**src/rtl/wb_hp_arb.sv**
```systemverilog
// Single-outstanding Wishbone sequencer: decodes each master request to one core,
// waits for that core's ack or a timeout, and returns one registered response.
module wb_hp_arb #(
  parameter int unsigned NUM_CORES     = 3,
  parameter logic [31:0] BASE_ADDRESS  = 32'h3000_0000,
  parameter logic [31:0] STATUS_OFFSET = 32'h40,
  parameter int unsigned TIMEOUT       = 255
) (
  input  logic                      clk,
  input  logic                      reset_n,
  input  logic                      i_wb_cyc,
  input  logic                      i_wb_stb,
  input  logic                      i_wb_we,
  input  logic [31:0]               i_wb_addr,
  input  logic [31:0]               i_wb_data,
  output logic                      o_wb_ack,
  output logic                      o_wb_stall,
  output logic [31:0]               o_wb_data,
  output logic [NUM_CORES-1:0]      c_wb_cyc,
  output logic [NUM_CORES-1:0]      c_wb_stb,
  output logic                      c_wb_we,
  output logic [31:0]               c_wb_addr,
  output logic [31:0]               c_wb_data,
  input  logic [NUM_CORES-1:0]      c_wb_ack,
  input  logic [NUM_CORES-1:0]      c_wb_stall,
  input  logic [32*NUM_CORES-1:0]   c_wb_rdata
);

  typedef enum logic [1:0] {S_IDLE, S_ISSUE, S_WAIT, S_RESP} state_e;

  // Counter value seen in the last ISSUE/WAIT cycle before the forced response.
  localparam logic [7:0] TMO_LAST = 8'(TIMEOUT - 1);

  state_e                 state_q, state_d;
  logic                   we_q, we_d;
  logic [31:0]            addr_q, addr_d;
  logic [31:0]            wdata_q, wdata_d;
  logic [NUM_CORES-1:0]   sel_q, sel_d;
  logic [2:0]             tgt_q, tgt_d;
  logic [31:0]            resp_q, resp_d;
  logic [7:0]             cnt_q, cnt_d;
  logic [7:0]             tmo_count_q, tmo_count_d;
  logic [2:0]             tmo_core_q, tmo_core_d;

  logic [31:0]            off;
  logic                   core_hit;
  logic                   status_hit;
  logic                   accept;
  logic [NUM_CORES-1:0]   hit_onehot;
  logic                   sel_ack;
  logic                   sel_stall;
  logic [31:0]            rdata_masked [NUM_CORES];
  logic [31:0]            sel_rdata;
  logic                   timed_out;
  logic                   take_tmo;
  logic [31:0]            status_word;

  assign off        = i_wb_addr - BASE_ADDRESS;
  assign core_hit   = (off[1:0] == 2'b00) && ((off >> 2) < 32'(NUM_CORES));
  assign status_hit = (off == STATUS_OFFSET);
  assign accept     = i_wb_cyc && i_wb_stb && (state_q == S_IDLE);

  // Only the latched target's handshake and data are ever observed.
  assign sel_ack   = |(c_wb_ack & sel_q);
  assign sel_stall = |(c_wb_stall & sel_q);

  genvar gi;
  generate
    for (gi = 0; gi < NUM_CORES; gi++) begin : g_core
      assign hit_onehot[gi]   = core_hit && (off[4:2] == 3'(gi));
      assign rdata_masked[gi] = c_wb_rdata[32*gi +: 32] & {32{sel_q[gi]}};
      assign c_wb_cyc[gi]     = sel_q[gi] && ((state_q == S_ISSUE) || (state_q == S_WAIT));
      assign c_wb_stb[gi]     = sel_q[gi] && (state_q == S_ISSUE);
    end
  endgenerate

  always_comb begin
    sel_rdata = '0;
    for (int i = 0; i < NUM_CORES; i++) begin
      sel_rdata = sel_rdata | rdata_masked[i];
    end
  end

  assign timed_out   = (cnt_q == TMO_LAST);
  assign status_word = {16'h0, tmo_count_q, 5'h0, tmo_core_q};

  always_comb begin
    state_d     = state_q;
    we_d        = we_q;
    addr_d      = addr_q;
    wdata_d     = wdata_q;
    sel_d       = sel_q;
    tgt_d       = tgt_q;
    resp_d      = resp_q;
    cnt_d       = cnt_q;
    tmo_count_d = tmo_count_q;
    tmo_core_d  = tmo_core_q;
    take_tmo    = 1'b0;

    case (state_q)
      S_IDLE: begin
        if (accept) begin
          we_d    = i_wb_we;
          addr_d  = i_wb_addr;
          wdata_d = i_wb_data;
          sel_d   = hit_onehot;
          tgt_d   = off[4:2];
          cnt_d   = '0;
          if (core_hit) begin
            state_d = S_ISSUE;
          end else begin
            state_d = S_RESP;
            resp_d  = (status_hit && !i_wb_we) ? status_word : 32'h0;
          end
        end
      end
      S_ISSUE: begin
        if (!i_wb_cyc) begin
          state_d = S_IDLE;
        end else if (timed_out) begin
          take_tmo = 1'b1;
        end else begin
          cnt_d = cnt_q + 8'd1;
          if (!sel_stall) state_d = S_WAIT;
        end
      end
      S_WAIT: begin
        // A master abort beats everything; an ack beats a coincident timeout.
        if (!i_wb_cyc) begin
          state_d = S_IDLE;
        end else if (sel_ack) begin
          state_d = S_RESP;
          resp_d  = we_q ? 32'h0 : sel_rdata;
        end else if (timed_out) begin
          take_tmo = 1'b1;
        end else begin
          cnt_d = cnt_q + 8'd1;
        end
      end
      S_RESP: begin
        state_d = S_IDLE;
      end
      default: state_d = S_IDLE;
    endcase

    if (take_tmo) begin
      state_d     = S_RESP;
      resp_d      = 32'hFFFF_FFFF;
      tmo_count_d = (tmo_count_q == 8'hFF) ? tmo_count_q : tmo_count_q + 8'd1;
      tmo_core_d  = tgt_q;
    end
  end

  always_ff @(posedge clk or negedge reset_n) begin
    if (!reset_n) begin
      state_q     <= S_IDLE;
      we_q        <= 1'b0;
      addr_q      <= '0;
      wdata_q     <= '0;
      sel_q       <= '0;
      tgt_q       <= '0;
      resp_q      <= '0;
      cnt_q       <= '0;
      tmo_count_q <= '0;
      tmo_core_q  <= '0;
    end else begin
      state_q     <= state_d;
      we_q        <= we_d;
      addr_q      <= addr_d;
      wdata_q     <= wdata_d;
      sel_q       <= sel_d;
      tgt_q       <= tgt_d;
      resp_q      <= resp_d;
      cnt_q       <= cnt_d;
      tmo_count_q <= tmo_count_d;
      tmo_core_q  <= tmo_core_d;
    end
  end

  assign o_wb_ack   = (state_q == S_RESP);
  assign o_wb_stall = (state_q != S_IDLE);
  assign o_wb_data  = o_wb_ack ? resp_q : 32'h0;
  assign c_wb_we    = we_q;
  assign c_wb_addr  = addr_q;
  assign c_wb_data  = wdata_q;

endmodule

```
**config.mk**
```make
export PLATFORM = sky130hd
export DESIGN_NAME = wb_hp_arb
export DESIGN_NICKNAME = d
export VERILOG_FILES = /design/src/rtl/wb_hp_arb.sv
export SDC_FILE = /design/constraint.sdc
export NUM_CORES = 1
export LEC_CHECK = 0
export BUFFER_PORTS_ARGS = -buffer_cell sky130_fd_sc_hd__clkbuf_2
export CAP_MARGIN = 20
export CORE_MARGIN = 4
export CORE_UTILIZATION = 50
export CTS_CLUSTER_SIZE = 28
export DETAILED_ROUTE_END_ITERATION = 16
export GPL_TIMING_DRIVEN = 0
export HOLD_SLACK_MARGIN = 0.06
export PLACE_DENSITY = 0.94
export SYNTH_ARGS = -nofsm -noshare
export SYNTH_HDL_FRONTEND = slang
export SYNTH_SLANG_ARGS = --single-unit
```
**constraint.sdc**
```tcl
create_clock -name clk -period 6 [get_ports clk]
set_clock_uncertainty 0.2 [all_clocks]
set_input_delay 0.6 -clock clk [delete_from_list [all_inputs] [get_ports clk]]
set_output_delay 0.6 -clock clk [all_outputs]
set_load 0.01 [all_outputs]
```
==> metrics.yaml <==
ys_top_cells_by_area: "dfrtp_1 52%, mux2_2 13%, a222oi_1 5.9%"
die-area_um2: 13320
yosysMostFrequentCell: "dfrtp_1"
grt_max_degree: 105
cts.sinks: 121
relSlewSlack_pct: 56.57
final_cells: 932
io_pins: 276
grt_util_met2_pct: 52.31
die_h_um: 115.4
yosysTopAreaCellShare_pct: 52.49
clk_pin_slew_worst_paths_ns: 0.05
max_freq_mhz: 334.3
cts_tree: "yes"
synth_nets: 663
layout-drive-gt1-share_pct: 47.35
fin_nets: 959
cap_violations: 0
wl_um: 19150
cp_slowest_cell: "o21ai_1"
crit_path_end_kind: "flip-flop"
clockBufferDepth: 2
power_density_nw_per_um2: 476.5
slew_violations: 0
vdd_ir_drop_max_v: 0.0003520
synth_area_um2: 5768
drc: 0
vias: 5353
start_util_pct: 52.07
cts_max_level: 4
diodes: 0
period_share_pct: 49.85
grt_busiest_layer: "met2"
cp_slowest_stage_delay_ns: 0.49
ys_top_cells_by_count: "121 x dfrtp_1, 65 x mux2_2, 40 x and2_1"
yosysTopAreaCell: "dfrtp_1"
gr-usage-met3_pct: 7.421
portBuffers: 275
overflow: 0
timing_worst_setup_path_type: "primary input to flip-flop"
status: "complete, no violations"
path_max_fanout: 10
rows: 38
finalCriticalPeriod_ns: 2.991
hp-class: "primary input to flip-flop"
rsz0062_at_grt: "no"
detail-route-antenna-nets: 0
wl_per_cell_um: 20.55
via_per_inst: 5.744
ys_seq_elements: 121
syn_area_per_cell_um2: 11.89
gp_congestion: 0.8292
clockRootBuffer: "clkbuf_16"
areaGrowthSynthToFinish_pct: 38.18
synth_cells: 485
worstMarginPinSlew_ns: 0.6515
setup_viol: 0
die_w_um: 115.4
ys_seq_area_share_pct: 52.49
ys_warn_count: 0
crit_arrival_ns: 3.13
grt_pass1_vias: 5473
grt_pass1_wl_um: 28520
synth-edff-count: 0
antenna_found_initial: 0
finalHoldViolations: 0
placed_cells: 901
ys.flop_type: "dfrtp_1"
critPathLaunchType: "primary input"
use_met1_pct: 30.51
synth_cell_types: 43
critical_path_required_ns: 6.13
core_um2: 11080
fin_tns_setup_ns: 0
hpwl_um: 14860
async_flop_share_pct: 100.0
path_buf_inv: 2
grt_use_total_pct: 28.37
critPathTopFamily: "simple AND/OR/NAND/NOR gates"
crit_chain: "clkbuf_2, nor4_1, nand4_1, nor3_1, nand2_1, o21ai_1, clkbuf_1, o22a_1"
drt_pre_antenna_iters: 7
p_leak_nw: 3.907
drt_iter0_markers: 413
insertion_delay_ns: 0.40
cts_buffers: 17
state kept, by name, indices dropped and copies added, names as in the netlist:
| name | cells |
|---|---|
| resp_q | 32 |
| c_wb_we | 1 |
| sel_q | 3 |
| tmo_count_q | 8 |
| cnt_q | 8 |
| c_wb_addr | 32 |
| c_wb_data | 32 |
| tmo_core_q | 3 |
| state_q | 2 |
per-layer routing:
metal  vias up  part of all wire [%]  routed length [µm]
met5         -                     0                   0
met4         0                   3.1                 601
met3        40                   8.6                1639
met2       295                    53               10090
met1      2567                    36                6822
li1       2451                     -                   -
power breakdown:
part	internal, mW	total (mW)	switching, mW
Clock	0.692	1.04	0.346
Sequential	1.17	1.39	0.215
Combinational	0.647	1.37	0.727
kinds of logic (layout without fill, tap and decap cells):
kind of cell / Yosys count / count (layout) / share of synthesized area, %
fa+ha+maj: 7 / 7 / 1.518
mux: 70 / 70 / 13.64
compound gates: 108 / 108 / 16.10
buf+inv: 41 / 348 / 2.820
xor+xnor: 9 / 9 / 1.366
flops: 121 / 121 / 52.49
simple gates: 129 / 129 / 12.06
layout by cell type (no fill, tap or decap), types with 5 or more instances in the layout:
cell type,synthesis,final
clkbuf_16,0,17
nor4_1,6,6
clkbuf_2,0,274
a21oi_1,8,8
dfrtp_1,121,121
o2bb2ai_1,11,11
o22a_1,32,32
and2_1,40,40
nand4_1,7,7
nand2_1,20,20
a222oi_1,34,34
xor2_1,5,5
nor2_1,31,31
clkbuf_8,0,5
clkbuf_1,32,34
ha_1,7,7
nand3_1,7,7
mux2_2,65,65
inv_1,7,7
layout make-up:
class                      count  area (µm²)
sequential                   121        3028
buffer                        34       136.4
inverter                       7       26.28
fill                         787        3108
clock buffer                  23       488.0
tap                          140       175.2
clock inverter                 7       116.4
multi-input combinational    323        2577
timing repair buffer         277        1423
what timing repair did:
action	CTS	global route
hold buffers	1	0
hold endpoints to repair	17	0
gates resized for setup	0	0
setup buffers	0	0
per-stage QoR:
stage | utilization, % | setup WS, ns | hold slack [ns] | total power, mW | instance area (µm²)
floorplan | - | 3.569 | 0.1044 | 2.133 | 5768
global placement | 66.07 | 2.362 | 0.2749 | 2.673 | 7320
detailed placement | 66.40 | 2.597 | 0.2675 | 2.762 | 7356
CTS | 71.94 | 3.007 | 0.2130 | 3.816 | 7970
global route | 71.94 | 2.864 | 0.2235 | 3.994 | 7970
finish | 71.94 | 3.009 | 0.2288 | 3.798 | 7970
path summary, 6_finish.rpt:
check	startpoint	end	slack, ns	depth (start not counted)
max	i_wb_addr[1]	resp_q[29]	3.01	8
min	i_wb_data[9]	c_wb_data[9]	0.23	2
max reg2reg	state_q[0]	resp_q[29]	3.11	9
min reg2reg	resp_q[30]	resp_q[30]	0.30	1
max in group asynchronous	reset_n	c_wb_data[26]	4.44	3
min in group asynchronous	reset_n	c_wb_addr[14]	0.41	2
(Power assumes the default switching activity.)
